### config.mk
export PLATFORM = sky130hd
export DESIGN_NAME = mux_nx1_pipe
export DESIGN_NICKNAME = d
export VERILOG_FILES = /design/src/rtl/ppu_pkg.sv /design/src/rtl/mux_nx1_pipe_skid.sv /design/src/rtl/mux_nx1_pipe.sv
export SDC_FILE = /design/constraint.sdc
export NUM_CORES = 1
export LEC_CHECK = 0
export CAP_MARGIN = 40
export CORE_UTILIZATION = 44
export DETAILED_ROUTE_END_ITERATION = 8
export PLACE_DENSITY_LB_ADDON = 0.3
export SYNTH_ARGS = -nofsm -noshare
export SYNTH_HDL_FRONTEND = slang
export SYNTH_SLANG_ARGS = --single-unit
### constraint.sdc
create_clock -name clk -period 5.32 [get_ports clk]
set_clock_uncertainty 0.2 [all_clocks]
set_input_delay 0.798 -clock clk [delete_from_list [all_inputs] [get_ports clk]]
set_output_delay 0.798 -clock clk [all_outputs]
set_load 0.005 [all_outputs]
### src/rtl/ppu_pkg.sv
// Shared definitions for the operand-select pipeline slice.
// Occupancy codes keep bit1 = skid full and bit0 = main full.
package ppu_pkg;

  localparam int DATA_W_DEFAULT = 32;

  localparam logic [1:0] OCC_EMPTY = 2'b00;
  localparam logic [1:0] OCC_ONE   = 2'b01;
  localparam logic [1:0] OCC_TWO   = 2'b11;

  function automatic int clog2_min1(input int n);
    return (n < 2) ? 1 : $clog2(n);
  endfunction

endpackage

### src/rtl/mux_nx1_pipe_skid.sv
// Generic 2-entry valid/ready skid buffer.
// Main register drives the output; skid absorbs one beat under stall.
module skid_buffer_2e
  import ppu_pkg::*;
#(
  parameter int WIDTH = DATA_W_DEFAULT
) (
  input  logic             clk,
  input  logic             reset,
  input  logic             flush,
  input  logic [WIDTH-1:0] in_data,
  input  logic             in_valid,
  output logic             in_ready,
  output logic [WIDTH-1:0] out_data,
  output logic             out_valid,
  input  logic             out_ready
);

  logic [1:0]       occ;
  logic [1:0]       occ_nx;
  logic [WIDTH-1:0] main_q;
  logic [WIDTH-1:0] skid_q;
  logic             accept;
  logic             emit;

  // Both flags come straight from occupancy flops.
  assign in_ready  = ~occ[1];
  assign out_valid = occ[0];
  assign out_data  = main_q;

  assign accept = in_valid & in_ready;
  assign emit   = out_valid & out_ready;

  always_comb begin
    occ_nx = occ;
    unique case (occ)
      OCC_EMPTY: begin
        if (accept) occ_nx = OCC_ONE;
      end
      OCC_ONE: begin
        if (accept && !emit)
          occ_nx = OCC_TWO;
        else if (!accept && emit)
          occ_nx = OCC_EMPTY;
      end
      OCC_TWO: begin
        if (emit) occ_nx = OCC_ONE;
      end
      default: occ_nx = OCC_EMPTY;
    endcase
  end

  always_ff @(posedge clk) begin
    if (reset) begin
      occ    <= OCC_EMPTY;
      main_q <= '0;
      skid_q <= '0;
    end else if (flush) begin
      occ <= OCC_EMPTY;
    end else begin
      occ <= occ_nx;
      if (occ == OCC_TWO) begin
        if (emit) main_q <= skid_q;
      end else if (accept) begin
        if (occ == OCC_ONE && !emit)
          skid_q <= in_data;
        else
          main_q <= in_data;
      end
    end
  end

endmodule

### src/rtl/mux_nx1_pipe.sv
// N-input operand select feeding a 2-entry skid buffer.
// Out-of-range selects yield zero data tagged with selerr.
module mux_nx1_pipe
  import ppu_pkg::*;
#(
  parameter int WIDTH  = DATA_W_DEFAULT,
  parameter int NUM_IN = 4,
  parameter int SEL_W  = clog2_min1(NUM_IN)
) (
  input  logic                    clk,
  input  logic                    reset,
  input  logic                    flush,
  input  logic [NUM_IN*WIDTH-1:0] in_data,
  input  logic [SEL_W-1:0]        sel,
  input  logic                    in_valid,
  output logic                    in_ready,
  output logic [WIDTH-1:0]        out_data,
  output logic                    out_valid,
  input  logic                    out_ready,
  output logic                    out_selerr
);

  localparam int LANES = 1 << SEL_W;
  localparam logic [SEL_W:0] NUM_IN_C = (SEL_W + 1)'(NUM_IN);

  logic [LANES*WIDTH-1:0] padded;
  logic [WIDTH-1:0]       sel_data;
  logic                   sel_err;
  logic [WIDTH:0]         beat;

  // Pad to a power of two so every sel code indexes a real slice.
  always_comb begin
    padded = '0;
    padded[NUM_IN*WIDTH-1:0] = in_data;
  end

  assign sel_data = padded[int'(sel)*WIDTH +: WIDTH];
  assign sel_err  = ({1'b0, sel} >= NUM_IN_C);
  assign beat     = sel_err ? {1'b1, {WIDTH{1'b0}}}
                            : {1'b0, sel_data};

  skid_buffer_2e #(
    .WIDTH(WIDTH + 1)
  ) u_skid (
    .clk      (clk),
    .reset    (reset),
    .flush    (flush),
    .in_data  (beat),
    .in_valid (in_valid),
    .in_ready (in_ready),
    .out_data ({out_selerr, out_data}),
    .out_valid(out_valid),
    .out_ready(out_ready)
  );

endmodule

==> flow_summary.json, run 1 <==
{
  "status": "finished, final reports clean",
  "period_share": 0.572,
  "path_clk_slew_ps": 70,
  "ir_drop_mv": 0.132,
  "drv_cap": 0,
  "grt_overflow_total": 0,
  "io_pins": 170,
  "synthesis.area_mm2": 0.00352,
  "maxSlewViolCount": 0,
  "wl_per_cell_um": 15.1,
  "ff2ff_path_depth": 7,
  "grt_pass1_wl_mm": 15.7,
  "wl_mm": 9.72,
  "ys_warn_count": 0,
  "synth_top_area_share": 0.375,
  "setup_violations": 0,
  "postSynthAreaPerCell_um2": 9.15,
  "end_kind": "flip-flop",
  "cellPowerDensity_mw_per_mm2": 222,
  "hold_buffers": 0,
  "place_congestion": 0.788,
  "yosys.cell_types.count": 29,
  "yosysMostFrequentCell": "nand2_1",
  "antenna_found_initial": 0,
  "crit_arrival_ps": 3090,
  "rsz0062_at_grt": "false",
  "insertion_delay_ps": 320,
  "fin_nets": 674,
  "finalPower_mw": 1.20,
  "final_layout_size_suffix_gt1_frac": 0.126,
  "syn_inst": 385,
  "crit_type": "flip-flop to flip-flop",
  "ant_nets": 0,
  "leakage_nw": 1.89,
  "fp.dieW_um": 91.5,
  "place_area_mm2": 0.00521,
  "postCtsSetupRepairBufs": 0,
  "diodes": 0,
  "fin_util": 0.698,
  "rows": 32,
  "relSlewSlack": 0.475,
  "cp.required_ps": 5360,
  "ys_seq_elements": 66,
  "min_period_ps": 3050,
  "whs_path_depth": 2,
  "crit_fanout": 64,
  "cts_resized": 0,
  "drtIter0Drc": 157,
  "finalWorstSetupSlack_ps": 2270,
  "regToRegSetupSlack_ps": 2270,
  "critPathLaunchType": "flip-flop",
  "cts_buffers": 9,
  "grt_pass1_vias": 3540,
  "yosysSeqAreaShare": 0.375,
  "async_flop_share": 0,
  "cts_max_level": 3,
  "fin_tns_setup_ps": 0,
  "hold_viol_final": 0,
  "place_ws_ps": 2310,
  "core_area_mm2": 0.00773,
  "synth_common_cells": "nand2_1 (128), dfxtp_1 (66), nor2_1 (34), a21oi_1 (32), mux4_2 (32)",
  "start_util": 0.456,
  "synth_top_area_cell": "dfxtp_1",
  "io_buffers": 168,
  "min_path_type": "flip-flop to flip-flop",
  "cts_tree": "built",
  "timing.hold.ws_ps": 255,
  "vias_per_cell": 5.39,
  "clock.fmax_ghz": 0.328,
  "worst_pin_slew_ps": 787,
  "finalInstanceArea_mm2": 0.00540,
  "cts_root_buf": "clkbuf_8",
  "synth_top_cells_by_area": "dfxtp_1 (37%), mux4_2 (20%), nand2_1 (14%)",
  "hpwlAfterDp_mm": 6.97,
  "syn_nets": 524,
  "grt.total_usage": 0.236,
  "die_h_um": 91.5,
  "final_cells": 642,
  "synthFlopType": "dfxtp_1",
  "area_growth_pct": 53.1,
  "place_inst": 626,
  "synth_edf_count": 0,
  "vias": 3459,
  "grt_max_degree": 65,
  "clock-sinks": 66,
  "clk_path_buf_depth": 2,
  "die_area_mm2": 0.00837,
  "dr.pass1.iters": 4,
  "drc_errors": 0
}
final timing paths:
kind                          start                   to
hold reg to reg   u_skid.skid_q[13]    u_skid.skid_q[13]
setup / recovery      u_skid.occ[0]  u_skid.out_data[17]
setup reg to reg      u_skid.occ[0]  u_skid.out_data[17]
hold / removal    u_skid.skid_q[13]    u_skid.skid_q[13]
worst max-delay path: stages (launching register included):
cell and delay [ps]:
dfxtp_1 490, ha_1 200, buf_4 370, inv_2 390
a211oi_4 290, buf_4 540, nor2_1 140, a311oi_2 250
cell type report:
| cell class | instances | area, um2 |
|---|---|---|
| well taps | 102 | 128 |
| clock inverters | 2 | 10.0 |
| repair buffers | 174 | 1720 |
| fillers | 610 | 2330 |
| multi-input cells | 281 | 2030 |
| inverters | 3 | 11.3 |
| clock buffers | 14 | 173 |
| flip-flops and latches | 66 | 1320 |
flip-flops by register name (all words and copies together) (netlist names):
name and flops:
u_skid.skid_q 32, u_skid.occ 2, u_skid.out_data 32
power breakdown:
group | total, mW | switching [mW] | internal, mW
Combinational | 0.285 | 0.0998 | 0.185
Sequential | 0.531 | 0.0132 | 0.518
Clock | 0.381 | 0.174 | 0.207
kinds of logic (layout without fill, tap and decap cells):
logic type                 count (synthesis)  count (layout)  share of synthesized area
muxes                                     32              32                      0.204
adders and majority gates                  4               4                     0.0142
buffers and inverters                     38             193                     0.0497
other                                      1               1                    0.00106
DFF                                       66              66                      0.375
and+or+nand+nor                          168             168                      0.184
AOI/OAI and AO/OA                         76              76                      0.171
metal layers:
layer | global-route usage | share of wire | up-vias
met3 | 0.0477 | 0.061 | 12
li1 | - | - | 1672
met4 | 0.0952 | 0.016 | 0
met5 | 0 | 0 | -
met2 | 0.441 | 0.53 | 125
met1 | 0.258 | 0.39 | 1650
layout by cell type (no fill, tap or decap):
cell / n
clkdlybuf4s50_1: 165
nand2_1: 128
dfxtp_1: 66
nor2_1: 34
mux4_2: 32
a21oi_1: 32
a311oi_1: 22
clkbuf_8: 12
a311oi_2: 10
buf_4: 5
ha_1: 4
a21boi_0: 3
o21ai_0: 3
buf_2: 3
inv_1: 2
clkbuf_1: 2
clkinv_2: 2
nor2b_1: 1
and3_1: 1
nand3_1: 1
inv_2: 1
nand2b_1: 1
a2bb2oi_1: 1
a211oi_4: 1
o21a_1: 1
a41o_1: 1
a21bo_2: 1
or4b_1: 1
a21boi_1: 1
or4_1: 1
conb_1: 1
buf_12: 1
Power figures use the tool's default switching activity.
==> run 2, diff against run 1 <==
--- a/config.mk
+++ b/config.mk
@@ -6,7 +6,7 @@
 export NUM_CORES = 1
 export LEC_CHECK = 0
 export CAP_MARGIN = 40
-export CORE_UTILIZATION = 44
+export CORE_UTILIZATION = 41
 export DETAILED_ROUTE_END_ITERATION = 8
 export PLACE_DENSITY_LB_ADDON = 0.3
 export SYNTH_ARGS = -nofsm -noshare
==> constraint.sdc (replaced) <==
create_clock -name clk -period 3.2 [get_ports clk]
set_clock_uncertainty 0.2 [all_clocks]
set_input_delay 0.48 -clock clk [delete_from_list [all_inputs] [get_ports clk]]
set_output_delay 0.48 -clock clk [all_outputs]
set_load 0.005 [all_outputs]
==> flow_summary.json, run 2 (same netlist as run 1, synthesis figures left out) <==
{
  "crit_arrival_ps": 2510,
  "drtIter0Drc": 151,
  "fin_nets": 675,
  "ir_drop_mv": 0.191,
  "start_util": 0.427,
  "ant_nets": 0,
  "cts_resized": 0,
  "final_cells": 645,
  "drv_cap": 0,
  "cts_root_buf": "clkbuf_8",
  "power.internal_mw": 1.49,
  "seqPwrFrac": 0.450,
  "fp.dieW_um": 94.7,
  "relSlewSlack": 0.494,
  "io_buffers": 168,
  "hold_viol_final": 0,
  "critPathLaunchType": "flip-flop",
  "fillers": 683,
  "clock-sinks": 66,
  "postCtsSetupRepairBufs": 0,
  "die_h_um": 94.7,
  "hpwlAfterDp_mm": 6.88,
  "rows": 33,
  "slowest_delay_ps": 500,
  "layout_common_cells": "clkdlybuf4s50_1 (165), nand2_1 (128), dfxtp_1 (66), nor2_1 (34)",
  "cp_slowest_cell": "dfxtp_1",
  "drc_errors": 0,
  "grt.total_usage": 0.223,
  "final_common_cell": "clkdlybuf4s50_1",
  "switchingPower_uw": 476,
  "crit_fanout": 64,
  "finalInstanceArea_mm2": 0.00542,
  "crit_family": "buffers and inverters",
  "leakage_nw": 1.90,
  "core_area_mm2": 0.00826,
  "insertion_delay_ps": 340,
  "cts_buffers": 9,
  "ff2ff_path_depth": 7,
  "die_area_mm2": 0.00897,
  "grt_pass1_wl_mm": 15.4,
  "worst_pin_slew_ps": 759,
  "setup_violations": 0,
  "final_layout_size_suffix_gt1_frac": 0.128,
  "combPwrFrac": 0.241,
  "cp.depth": 7,
  "clk_path_buf_depth": 2,
  "cellPowerDensity_mw_per_mm2": 362,
  "place_inst": 630,
  "whs_path_depth": 2,
  "period_share": 0.768,
  "clock.fmax_ghz": 0.407,
  "end_kind": "flip-flop",
  "fin_tns_setup_ps": 0,
  "cp.required_ps": 3260,
  "wl_mm": 9.47,
  "grt_overflow_total": 0,
  "io_pins": 170,
  "grt_pass1_vias": 3344,
  "swShare": 0.243,
  "path_cells": "ha_1, buf_4, inv_2, a211oi_4, buf_12, nor2_1, a311oi_2",
  "p_clk_frac": 0.309,
  "vias_per_cell": 5.26,
  "cts_max_level": 3,
  "min_path_type": "flip-flop to flip-flop",
  "status": "finished, final reports clean",
  "cts_tree": "built",
  "diodes": 0,
  "hold_buffers": 0,
  "crit_type": "flip-flop to flip-flop",
  "place_area_mm2": 0.00525,
  "fin_util": 0.656,
  "area_growth_pct": 53.7,
  "grt_max_degree": 65,
  "min_period_ps": 2460,
  "maxSlewViolCount": 0,
  "crit_buf_inv": 3,
  "vias": 3393,
  "antenna_found_initial": 0,
  "path_clk_slew_ps": 70,
  "rsz0062_at_grt": "false",
  "dr.pass1.iters": 4,
  "place_congestion": 0.704,
  "wl_per_cell_um": 14.7
}
==> run 2: stage by stage <==
| stage | hold WS (ps) | setup slack, ps | power (mW) |
|---|---|---|---|
| 2_1_floorplan | 237 | 1200 | 1.11 |
| 3_3_place_gp | 242 | 878 | 1.37 |
| 3_5_place_dp | 247 | 738 | 1.38 |
| 4_1_cts | 255 | 758 | 1.99 |
| 5_1_grt | 274 | 586 | 2.07 |
| 6_report | 255 | 741 | 1.96 |
==> run 2: per-layer routing <==
layer  vias to the layer above  global-route usage  share of wire
met1                      1595               0.255           0.39
met2                       115               0.397           0.53
met3                        13              0.0483          0.063
li1                       1670                   -              -
met4                         0              0.0997          0.019
met5                         -                   0              0
==> run 2: layout make-up <==
cell class,instances,area [um2],share of cell area
clock buffers,12,155,0.0286
well taps,105,131,0.0242
repair buffers,175,1760,0.324
flip-flops and latches,66,1320,0.244
multi-input cells,281,2030,0.374
inverters,3,11.3,0.00208
clock inverters,3,15.0,0.00277
==> run 2: worst paths after layout <==
check / startpoint / endpoint / slack (ps)
max: u_skid.occ[0] / u_skid.out_data[17] / 740
min: u_skid.skid_q[10] / u_skid.skid_q[10] / 260
max reg2reg: u_skid.occ[0] / u_skid.out_data[17] / 740
min reg2reg: u_skid.skid_q[10] / u_skid.skid_q[10] / 260
==> run 2: power by group through the flow <==
| stage | logic, mW | registers [mW] | clock network, mW |
|---|---|---|---|
| 6_report | 0.474 | 0.883 | 0.606 |
| 5_1_grt | 0.515 | 0.887 | 0.663 |
| 4_1_cts | 0.480 | 0.883 | 0.623 |
| 3_5_place_dp | 0.480 | 0.901 | 0 |
| 3_3_place_gp | 0.467 | 0.900 | 0 |
| 2_1_floorplan | 0.214 | 0.901 | 0 |
==> run 2: worst register-to-register path, delay by kind of cell, from the launching register on <==
kind / cells / cell delay, ps
compound gates: 2 / 500
fa+ha+maj: 1 / 250
flops: 1 / 500
buf+inv: 3 / 800
simple gates: 1 / 130
